`src/rtl/display_pkg.sv`:
```
// Shared widths and field indices for the multiplexed seven-segment display path.
package display_pkg;
  localparam int PHASE_W    = 3;
  localparam int NUM_PHASES = 8;
  localparam int FIELD_W    = 6;
  localparam int DATA_W     = 12;
  localparam int FIELD_LO   = 0;
  localparam int FIELD_HI   = 1;

  typedef logic [PHASE_W-1:0] phase_t;

  // Digits 0,1 belong to the low field, digits 2,3 to the high field.
  function automatic logic field_of(input phase_t phase);
    return (phase[PHASE_W-1:1] >= 2'd2) ? 1'(FIELD_HI) : 1'(FIELD_LO);
  endfunction
endpackage

```
`src/rtl/scan_prescaler.sv`:
```
// Free-running divider that emits a one-cycle tick every PRESCALE enabled clocks.
module scan_prescaler #(
  parameter int PRESCALE = 1000
) (
  input  logic clock,
  input  logic reset,
  input  logic enable,
  output logic tick
);
  localparam int CNT_W = $clog2(PRESCALE);
  localparam logic [CNT_W-1:0] CNT_LAST = CNT_W'(PRESCALE - 1);

  logic [CNT_W-1:0] count;

  assign tick = enable && (count == CNT_LAST);

  always_ff @(posedge clock or posedge reset) begin
    if (reset) begin
      count <= '0;
    end else if (enable) begin
      count <= tick ? '0 : count + 1'b1;
    end
  end
endmodule

```
`src/rtl/display_scan_ctrl.sv`:
```
// Scan phase sequencer with frame-aligned display value commit and per-field blink.
module display_scan_ctrl
  import display_pkg::*;
#(
  parameter int PRESCALE     = 1000,
  parameter int BLINK_FRAMES = 64
) (
  input  logic              clock,
  input  logic              reset,
  input  logic              enable,
  input  logic              upd_valid,
  input  logic [DATA_W-1:0] upd_data,
  output logic              upd_ready,
  input  logic [1:0]        blink_en,
  output logic [PHASE_W-1:0] byte_status,
  output logic [DATA_W-1:0] data_show,
  output logic              blank,
  output logic              frame_start
);
  localparam int FC_W = $clog2(BLINK_FRAMES + 1);
  localparam logic [FC_W-1:0] FC_LAST = FC_W'(BLINK_FRAMES - 1);
  localparam phase_t LAST_PHASE = phase_t'(NUM_PHASES - 1);

  logic              tick;
  logic              wrap;
  logic              accept;
  logic              pending;
  logic [DATA_W-1:0] shadow;
  logic [FC_W-1:0]   frame_cnt;
  logic              blink_phase;

  scan_prescaler #(.PRESCALE(PRESCALE)) u_prescaler (
    .clock  (clock),
    .reset  (reset),
    .enable (enable),
    .tick   (tick)
  );

  // Handshake: a transfer happens on any clock edge where upd_valid && upd_ready;
  // the producer holds upd_data stable while upd_valid is high and upd_ready is low.
  assign upd_ready = !pending;
  assign accept    = upd_valid && upd_ready;
  assign wrap      = tick && (byte_status == LAST_PHASE);
  assign blank     = !enable || (blink_phase && blink_en[field_of(byte_status)]);

  always_ff @(posedge clock or posedge reset) begin
    if (reset) begin
      byte_status <= '0;
      data_show   <= '0;
      shadow      <= '0;
      pending     <= 1'b0;
      frame_start <= 1'b0;
      frame_cnt   <= '0;
      blink_phase <= 1'b0;
    end else begin
      frame_start <= wrap;
      if (tick) begin
        byte_status <= byte_status + 1'b1;
      end
      // Commit needs pending=1 and accept needs pending=0, so a value taken
      // on the wrap tick itself waits for the following wrap.
      if (wrap && pending) begin
        data_show <= shadow;
        pending   <= 1'b0;
      end else if (accept) begin
        shadow  <= upd_data;
        pending <= 1'b1;
      end
      if (wrap) begin
        if (frame_cnt == FC_LAST) begin
          frame_cnt   <= '0;
          blink_phase <= !blink_phase;
        end else begin
          frame_cnt <= frame_cnt + 1'b1;
        end
      end
    end
  end
endmodule
```
`config.mk`:
```
export PLATFORM = sky130hd
export DESIGN_NAME = display_scan_ctrl
export DESIGN_NICKNAME = d
export VERILOG_FILES = /design/src/rtl/display_pkg.sv /design/src/rtl/scan_prescaler.sv /design/src/rtl/display_scan_ctrl.sv
export SDC_FILE = /design/constraint.sdc
export NUM_CORES = 1
export LEC_CHECK = 0
export ABC_AREA = 1
export CAP_MARGIN = 0
export CORE_MARGIN = 10
export CORE_UTILIZATION = 47
export DETAILED_ROUTE_END_ITERATION = 8
export HOLD_SLACK_MARGIN = 0.05
export PLACE_DENSITY = 0.83
export SYNTH_ARGS = -nofsm -noshare
export SYNTH_HDL_FRONTEND = slang
export SYNTH_SLANG_ARGS = --single-unit
```
`constraint.sdc`:
```
create_clock -name clock -period 1.45 [get_ports clock]
set_input_delay 0.29 -clock clock [delete_from_list [all_inputs] [get_ports clock]]
set_output_delay 0.29 -clock clock [all_outputs]
set_load 0.005 [all_outputs]
```
Yosys cells after proc, flatten, opt, wreduce, memory -nomap -nowiden
Cells that the tools add are included.

Memories: 0. Flip-flop bits (word level): 47. Bits in read-only memories: 0. Output and inout port bits: 18. Bits in latches: 0. Memory bits (writable): 0.

Bitwise logic cells: 1. Reduce and logical (&&, ||, !) cells: 12. Multipliers: 0. Equality and inequality tests: 3. Divide/modulo/power cells: 0. Add/sub/neg operators: 3. Shift-type cells: 0. Mux-type cells: 7. Order comparisons: 2.

Operators by type and width (count): $add 10x1->10 const B (1); $eq 10x10->1 const B (1); $mux 10 (1); $add 7x1->7 const B (1); $eq 7x6->1 const B (1); $mux 7 (1); $logic_and 1x1->1 (5); $mux 1 (5); $reduce_and 2->1 (2); $add 3x1->3 const B (1); $eq 3x3->1 const B (1); $logic_not 1->1 (3); $ge 2x2->1 const B (1); $lt 1x2->1 const B (1); $reduce_bool 2->1 (1); $logic_or 1x1->1 (1); $not 1->1 (1).

Depth between registers and ports, before layout
Gate-level depths: netlist (run 1).

Word-level depth: 6. Depth in mapped cells: 9. Mapped depth without buffers: 8.

By module
A second synthesis (run 1) with hierarchy kept.

Cells, all modules: 235. Area total of the unflattened synthesis: 2215.9 um^2.

Modules (own cells, without submodules): display_scan_ctrl (area an instance 1629.1 um^2, times used 1, cells each 164); scan_prescaler (area an instance 586.8 um^2, times used 1, cells each 71).

Worst setup path after synthesis (run 1)
OpenSTA, ideal clock, no wires.

Path kind: register to register. From: reg u_prescaler.count[0]. To: reg data_show[0]. Cell stages (with the launch flop): 10. Buffers on the path: 1. Setup slack: -0.001 ns. Arrival time: 1.334 ns. Clock period less this slack: 1.451 ns. Cell sequence: dfrtp_1 -> ha_1 -> nand3_2 -> nor2_4 -> nand2_4 -> nor2_8 -> nand2_4 -> buf_6 -> nand2_2 -> o21ai_2.

Word-level cells in the longest chain between the ends: 4.

Ends and longest elaborated chain: start: declaration (RTL line scan_prescaler.sv:13) `logic [CNT_W-1:0] count;`; start signal: assignment (RTL line scan_prescaler.sv:21) `count <= tick ? '0 : count + 1'b1;`; $eq 10x10->1 (RTL line scan_prescaler.sv:15) `assign tick = enable && (count == CNT_LAST);`; $logic_and 1x1->1 (RTL line scan_prescaler.sv:15); $logic_and 1x1->1 (RTL line display_scan_ctrl.sv:43) `assign wrap = tick && (byte_status == LAST_PHASE);`; via wrap (RTL line display_scan_ctrl.sv:25) `logic wrap;`; $logic_and 1x1->1 (RTL line display_scan_ctrl.sv:62) `if (wrap && pending) begin`; end signal: assignment (RTL line display_scan_ctrl.sv:63) `data_show <= shadow;`; end: declaration (RTL line display_scan_ctrl.sv:16) `output logic [DATA_W-1:0] data_show,`.

The timed path passes the listed nets, and every way through them passes these cells. A chain may end at the register's enable or synchronous reset.

Final worst setup path (run 1)
From: reg byte_status[2]. To: out blank.

Word-level cells in the longest chain between the ends: 6.

Ends and longest elaborated chain: start: declaration (RTL line display_scan_ctrl.sv:15) `output logic [PHASE_W-1:0] byte_status,`; start signal: assignment (RTL line display_scan_ctrl.sv:58) `byte_status <= byte_status + 1'b1;`; $ge 2x2->1 (RTL line display_pkg.sv:14) `return (phase[PHASE_W-1:1] >= 2'd2) ? 1'(FIELD_HI) : 1'(FIELD_LO);`; $mux 1 (RTL line display_pkg.sv:14); $mux 1 (implied by the code) (2 in series) (RTL line display_scan_ctrl.sv:44) `assign blank = !enable || (blink_phase && blink_en[field_of(byte_status)]);`; $logic_and 1x1->1 (RTL line display_scan_ctrl.sv:44); $logic_or 1x1->1 (RTL line display_scan_ctrl.sv:44); end: declaration (RTL line display_scan_ctrl.sv:17) `output logic blank,`.

Every way passes these cells. The select of a mux whose other input is x is not followed.

==> flow_metrics.py, run 1 <==
metrics = {
    "power_and_ir_drop": {
        "leakage_uw": 0.001680,
        "p_sw_uw": 905.0,
        "internal_power_uw": 2108,
        "sequentialPowerShare_pct": 51.4,
        "power_frac_comb_pct": 23.0,
        "p_clk_share_pct": 25.7,
        "ir_drop_uv": 657.7,
        "p_sw_share_pct": 30.04,
        "powerDensity_mw_per_mm2": 942.9,
    },
    "die": {
        "die_h_um": 88.37,
        "io_pins": 36,
        "die-area_sq_mm": 0.007809,
        "die_x_um": 88.37,
        "fp-row-count": 24,
        "start_util_pct": 49.44,
        "core_sq_mm": 0.004444,
    },
    "drt": {
        "drtPass1Iterations": 4,
        "drt_iter0_drc": 117,
        "routed_via_density": 5.179,
        "vias": 1942,
        "drt_wl_total_um": 5870,
        "ant_nets": 0,
        "routedWlPerCell_um": 15.65,
        "post-route-drc-count": 0,
    },
    "worst_setup_path": {
        "max_stage_delay_ns": 0.40,
        "crit_fanout": 2,
        "crit_path_top_delay_cell": "dfrtp_1",
        "cp-start-kind": "register",
        "path_buf_inv": 2,
        "critPathTopFamily": "flip-flops",
        "r2r-start": "u_prescaler.count[1]",
        "cp_data_required_time_ns": 1.16,
        "crit_path_end_kind": "output pin",
        "critPathLaunch": "byte_status[2]",
        "cp_cell_sequence": "buf_6, mux2i_1, o21ai_1, buf_2",
        "crit_type": "register to output pin",
        "crit_arrival_ns": 1.29,
    },
    "final_layout": {
        "drive_above_1_share_pct": 31.58,
        "syn2layout_area_growth_pct": 45.44,
        "fill_cells": 305,
        "antenna_cells": 0,
        "stdcell_count": 375,
        "layout.nets": 344,
    },
    "yosys": {
        "ys_ff_latch": 47,
        "synth_nets": 266,
        "synthAdderAreaFrac_pct": 2.278,
        "synth_cells": 244,
        "synth_warnings": 0,
        "synth-simple-area-share_pct": 24.26,
        "synth_area_sq_mm": 0.002197,
        "synth.mux.area_fraction_pct": 0.4556,
        "seq_area_frac_synth_pct": 53.53,
        "syn_avg_cell_area_sq_um": 9.005,
        "synthXorXnorAreaFrac_pct": 0.7973,
        "synth_top_family_by_area": "simple AND/OR/NAND/NOR gates",
        "ys_types": 26,
        "synth_compound_area_share_pct": 11.62,
    },
    "sta": {
        "rsz0062_at_grt": "yes",
        "relSlewSlack_pct": 82.31,
        "hold_violations": 0,
        "fin_crit_ns": 1.577,
        "worstMarginPinSlew_ns": 0.2639,
        "fin_crit_sh_pct": 108.8,
        "finClkSkew_ns": 0.007051,
        "finalSetupViolCount": 15,
        "slew_viol_final": 0,
        "max_freq_mhz": 634.1,
        "setup-tns-final_ns": -0.9301,
        "setup_ws_ns": -0.1271,
    },
    "clock_tree": {
        "clock-sinks": 47,
        "cts_buffers": 5,
        "insertion_delay_ns": 0.30,
        "clock_tree.root_cell": "clkbuf_8",
        "htreeDepth": 2,
        "clk_pin_slew_ns": 0.09,
        "cts_buffer_depth": 2,
        "hold_buffers": 0,
        "cts_tree": "built",
    },
    "worst_hold_path": {
        "hp-class": "input port to asynchronous set/reset pin",
    },
    "place": {
        "portBuffers": 35,
        "gp_congestion": 0.8889,
        "dp.cells": 353,
        "dp_hpwl_um": 3583,
    },
    "global_routing": {
        "gr-total-overflow": 0,
        "antenna_found_initial": 0,
        "grt_pass1_wl_um": 8652,
        "track_usage_pct": 13.83,
        "grt_start_max_net_pins": 48,
        "grt_pass1_vias": 1969,
    },
    "run_status": {
        "status": "complete, but fails checks",
        "violations": "negative setup slack",
    },
    "job": {
        "cap_violations": 0,
    },
}
-- final timing paths --
check                                     to  slack (ns)  depth (start not counted)
worst max-delay path                   blank       -0.13                          4
worst min-delay path             frame_start        0.33                          3
worst max register to register  data_show[6]       -0.08                          9
worst min register to register   blink_phase        0.50                          2
max in group asynchronous       data_show[1]        0.90                          3
min in group clock               blink_phase        0.50                          2
-- worst min-delay path, cell delays in order --
cell and delay, ns:
clkdlybuf4s50_1 0.41, inv_2 0.07, buf_12 0.24
-- power groups by stage --
stage	clock [uW]	sequential, uW	combinational [uW]
floorplan	0	1560	316
global route	830	1560	779
global placement	0	1550	589
finish	773	1550	692
CTS	787	1530	610
detailed placement	0	1560	607
-- repair_timing --
action                                  in CTS  in global routing
endpoints found under the hold margin        0                  0
pin swaps                                    2                 15
gates resized for setup                     29                 41
cloned                                       1                  2
buffers inserted                             5                  7
endpoints found under the setup margin      33                 26
-- logic make-up after synthesis --
kind of cell | count (synthesis)
flops | 47
simple gates | 113
xor+xnor | 2
compound gates | 41
fa+ha+maj | 4
buf+inv | 36
mux | 1
-- per-layer routing --
metal	vias to the layer above	GRT usage (%)	part of all wire, %
met5	-	0	0
met4	0	5.286	2.3
met3	13	3.860	4.1
met2	51	24.65	52
met1	937	15.30	41
li1	941	-	-
-- cell type report --
class / count / area [sq um] / share of cell area [%]
flip-flops and latches: 47 / 1176 / 36.81
multi-input cells: 164 / 1079 / 33.75
repair buffers: 74 / 675.6 / 21.14
inverters: 30 / 115.1 / 3.602
clock buffers: 6 / 72.57 / 2.271
well taps: 52 / 65.06 / 2.036
clock inverters: 2 / 12.51 / 0.3915
-- cells in the mapped netlist, drive strengths merged --
| master | number | area [sq um] |
|---|---|---|
| a21oi | 20 | 100.1 |
| buf | 4 | 35.03 |
| clkbuf | 2 | 7.510 |
| dfrtp | 47 | 1176 |
| ha | 4 | 50.05 |
| inv | 30 | 112.6 |
| mux2i | 1 | 10.01 |
| nand2 | 59 | 261.5 |
| nand3 | 17 | 90.09 |
| nand4 | 2 | 12.51 |
| nor2 | 31 | 147.6 |
| nor3 | 3 | 15.01 |
| o21a | 1 | 7.510 |
| o21ai | 19 | 140.1 |
| o21bai | 1 | 7.510 |
| or2 | 1 | 6.260 |
| xnor2 | 2 | 17.52 |
-- registers in the layout, indices dropped and copies added, names as in the netlist --
signal and count:
frame_cnt 7, frame_start 1, blink_phase 1, data_show 12, shadow 12, byte_status 3
u_prescaler.count 10, pending 1
-- placed cells by master (no fill, tap or decap), types with 3 or more instances in the layout --
| cell type | synthesis | layout |
|---|---|---|
| buf_6 | 2 | 5 |
| nor2_4 | 2 | 3 |
| dlygate4sd2_1 | 0 | 15 |
| nand2_1 | 49 | 41 |
| a21oi_1 | 20 | 18 |
| buf_12 | 0 | 3 |
| inv_1 | 29 | 26 |
| nor2_1 | 28 | 25 |
| clkbuf_8 | 0 | 5 |
| buf_4 | 1 | 31 |
| o21ai_2 | 12 | 13 |
| o21ai_0 | 7 | 5 |
| clkdlybuf4s50_1 | 0 | 16 |
| dfrtp_1 | 47 | 47 |
| inv_2 | 1 | 3 |
| nand3_1 | 16 | 14 |
| nand2_2 | 7 | 7 |
| nand2_4 | 3 | 10 |
| nand2_8 | 0 | 4 |
-- metrics by stage --
| step | total power [uW] | utilization [%] | hold slack, ns | area [sq um] | worst slack (ns) |
|---|---|---|---|---|---|
| after floorplan | 1874 | - | 0.4070 | 2200 | 0.001557 |
| after global placement | 2137 | 63.18 | 0.4568 | 2808 | -0.4530 |
| after detailed placement | 2165 | 63.18 | 0.4713 | 2808 | -0.4569 |
| after CTS | 2929 | 66.33 | 0.3362 | 2948 | -0.1220 |
| after global routing | 3172 | 71.90 | 0.3735 | 3196 | -0.1589 |
| final | 3013 | 71.90 | 0.3283 | 3196 | -0.1271 |
No activity file was read; power rests on OpenSTA's default activity.
==> inputs of run 2 (changes only) <==
--- a/config.mk
+++ b/config.mk
@@ -6,8 +6,9 @@
 export NUM_CORES = 1
 export LEC_CHECK = 0
 export ABC_AREA = 1
+export ABC_CLOCK_PERIOD_IN_PS = 1450
 export CAP_MARGIN = 0
-export CORE_MARGIN = 10
+export CORE_MARGIN = 5
 export CORE_UTILIZATION = 47
 export DETAILED_ROUTE_END_ITERATION = 8
 export HOLD_SLACK_MARGIN = 0.05
==> run 2 against run 1 <==
The run still ends with negative setup slack left. Utilization down 2.5 points. Setup slack better by 0.052 ns. Clock power up 22%. First-iteration DRC count down 44%. Critical endpoint is now data_show[3].
==> flow_metrics.py, run 2 (synthesis results as in run 1) <==
metrics = {
    "power_and_ir_drop": {
        "ir_drop_uv": 707.7,
        "leakage_uw": 0.001651,
        "power_frac_comb_pct": 21.4,
        "sequentialPowerShare_pct": 48.5,
        "p_sw_uw": 872.7,
        "internal_power_uw": 2268,
        "p_sw_share_pct": 27.79,
        "powerDensity_mw_per_mm2": 1018,
        "p_clk_share_pct": 30.1,
    },
    "drt": {
        "routedWlPerCell_um": 13.39,
        "routed_via_density": 4.984,
        "drtPass1Iterations": 4,
        "post-route-drc-count": 0,
        "ant_nets": 0,
        "vias": 1874,
        "drt_iter0_drc": 66,
        "drt_wl_total_um": 5035,
    },
    "sta": {
        "slew_viol_final": 0,
        "finClkSkew_ns": 0.008281,
        "finalSetupViolCount": 14,
        "timing.hold.ws_ns": 0.2618,
        "fin_crit_ns": 1.525,
        "worstMarginPinSlew_ns": 0.3527,
        "hold_violations": 0,
        "setup-tns-final_ns": -0.7734,
        "setup_ws_ns": -0.07473,
        "relSlewSlack_pct": 76.45,
        "max_freq_mhz": 655.9,
        "fin_crit_sh_pct": 105.2,
        "rsz0062_at_grt": "yes",
    },
    "final_layout": {
        "final_util_pct": 69.43,
        "layout_common_cells": "nand2_1, dfrtp_1, buf_4",
        "stdcell_count": 376,
        "layout.nets": 346,
        "drive_above_1_share_pct": 29.01,
        "seq_area_sq_mm": 0.001176,
        "design_area_sq_mm": 0.003085,
        "reg.largest.list": "data_show: 12 flops, shadow: 12 flops, u_prescaler.count: 10 flops",
        "multi_input_area_sq_um": 949.7,
        "antenna_cells": 0,
        "syn2layout_area_growth_pct": 40.43,
        "fill_cells": 366,
    },
    "global_routing": {
        "grt_pass1_vias": 1965,
        "track_usage_pct": 17.12,
        "antenna_found_initial": 0,
        "gr-total-overflow": 0,
        "grt_pass1_wl_um": 8369,
        "grt_start_max_net_pins": 19,
    },
    "die": {
        "die_h_um": 78.37,
        "core_sq_mm": 0.004444,
        "die-area_sq_mm": 0.006142,
        "die_x_um": 78.37,
        "io_pins": 36,
        "start_util_pct": 49.44,
        "fp-row-count": 24,
    },
    "clock_tree": {
        "clk_pin_slew_ns": 0.09,
        "clock_tree.root_cell": "clkbuf_8",
        "hold_buffers": 0,
        "insertion_delay_ns": 0.30,
        "cts_buffer_depth": 2,
        "cts_tree": "built",
        "htreeDepth": 2,
        "cts_buffers": 5,
        "clock-sinks": 47,
    },
    "worst_setup_path": {
        "cp_data_required_time_ns": 1.65,
        "crit_type": "register to register",
        "r2r_setup_slack_ns": -0.07,
        "cp-start-kind": "register",
        "crit_arrival_ns": 1.72,
        "crit_path_end_kind": "register",
        "rr_worst_depth": 9,
        "crit_fanout": 6,
    },
    "place": {
        "dp.cells": 351,
        "gp_congestion": 0.8213,
        "place_area_sq_mm": 0.002793,
        "portBuffers": 35,
        "dp_hpwl_um": 3429,
    },
    "worst_hold_path": {
        "hp-class": "input port to asynchronous set/reset pin",
    },
    "job": {
        "cap_violations": 0,
    },
    "run_status": {
        "status": "complete, but fails checks",
        "violations": "negative setup slack",
    },
}
[run 2: power groups by stage]
| stage | clock network (uW) | logic [uW] | registers, uW |
|---|---|---|---|
| 2_1_floorplan | 0 | 316 | 1560 |
| 3_3_place_gp | 0 | 611 | 1540 |
| 6_report | 945 | 672 | 1520 |
| 4_1_cts | 958 | 647 | 1520 |
| 5_1_grt | 1020 | 754 | 1540 |
| 3_5_place_dp | 0 | 635 | 1550 |
[run 2: final timing paths]
| path | to | start |
|---|---|---|
| worst max register to register | data_show[3] | u_prescaler.count[0] |
| min in group clock | data_show[10] | data_show[10] |
| worst max-delay path | data_show[3] | u_prescaler.count[0] |
| max in group asynchronous | u_prescaler.count[3] | reset |
| worst min-delay path | frame_cnt[2] | reset |
| worst min register to register | data_show[10] | data_show[10] |
[run 2: what timing repair did]
item | 4_1_cts | 5_1_grt
gates resized for setup | 23 | 15
endpoints found under the hold margin | 0 | 0
setup endpoints to repair | 33 | 23
pin swaps | 1 | 7
gates cloned | 1 | 1
buffers inserted | 10 | 6
[run 2: layer usage]
layer	wire, um	global-route usage (%)	up-vias
met4	78	6.294	0
met2	2561	29.88	44
met5	0	0	-
met1	2178	20.50	887
met3	217	4.233	10
li1	-	-	933
[run 2: final cells by class]
type / instances / area share, %
Tap cell: 52 / 2.109
Inverter: 30 / 3.650
Timing Repair Buffer: 77 / 21.90
Clock inverter: 2 / 1.217
Multi-Input combinational cell: 163 / 30.78
Clock buffer: 5 / 2.230
Sequential cell: 47 / 38.12
[run 2: critical path, cell delays in order (launching register included)]
cell     delay [ns]
dfrtp_1        0.36
ha_2           0.20
nand3_2        0.10
nor2_4         0.17
nand2_4        0.09
nor2_8         0.14
buf_4          0.14
nand2_4        0.09
nand2_2        0.08
o21ai_2        0.05
[run 2: through the flow]
stage,power (uW),worst slack (ns)
finish,3141,-0.07473
global route,3313,-0.1498
CTS,3129,-0.04120
detailed placement,2186,-0.3319
global placement,2155,-0.2990
floorplan,1874,0.001557
==> inputs of run 3 (changes only) <==
--- a/config.mk
+++ b/config.mk
@@ -13,6 +13,7 @@
 export DETAILED_ROUTE_END_ITERATION = 8
 export HOLD_SLACK_MARGIN = 0.05
 export PLACE_DENSITY = 0.83
+export SLEW_MARGIN = 40
 export SYNTH_ARGS = -nofsm -noshare
 export SYNTH_HDL_FRONTEND = slang
 export SYNTH_SLANG_ARGS = --single-unit
==> results of run 3 <==
Same layout as run 2: the final DEF is identical, and so are final timing and power.
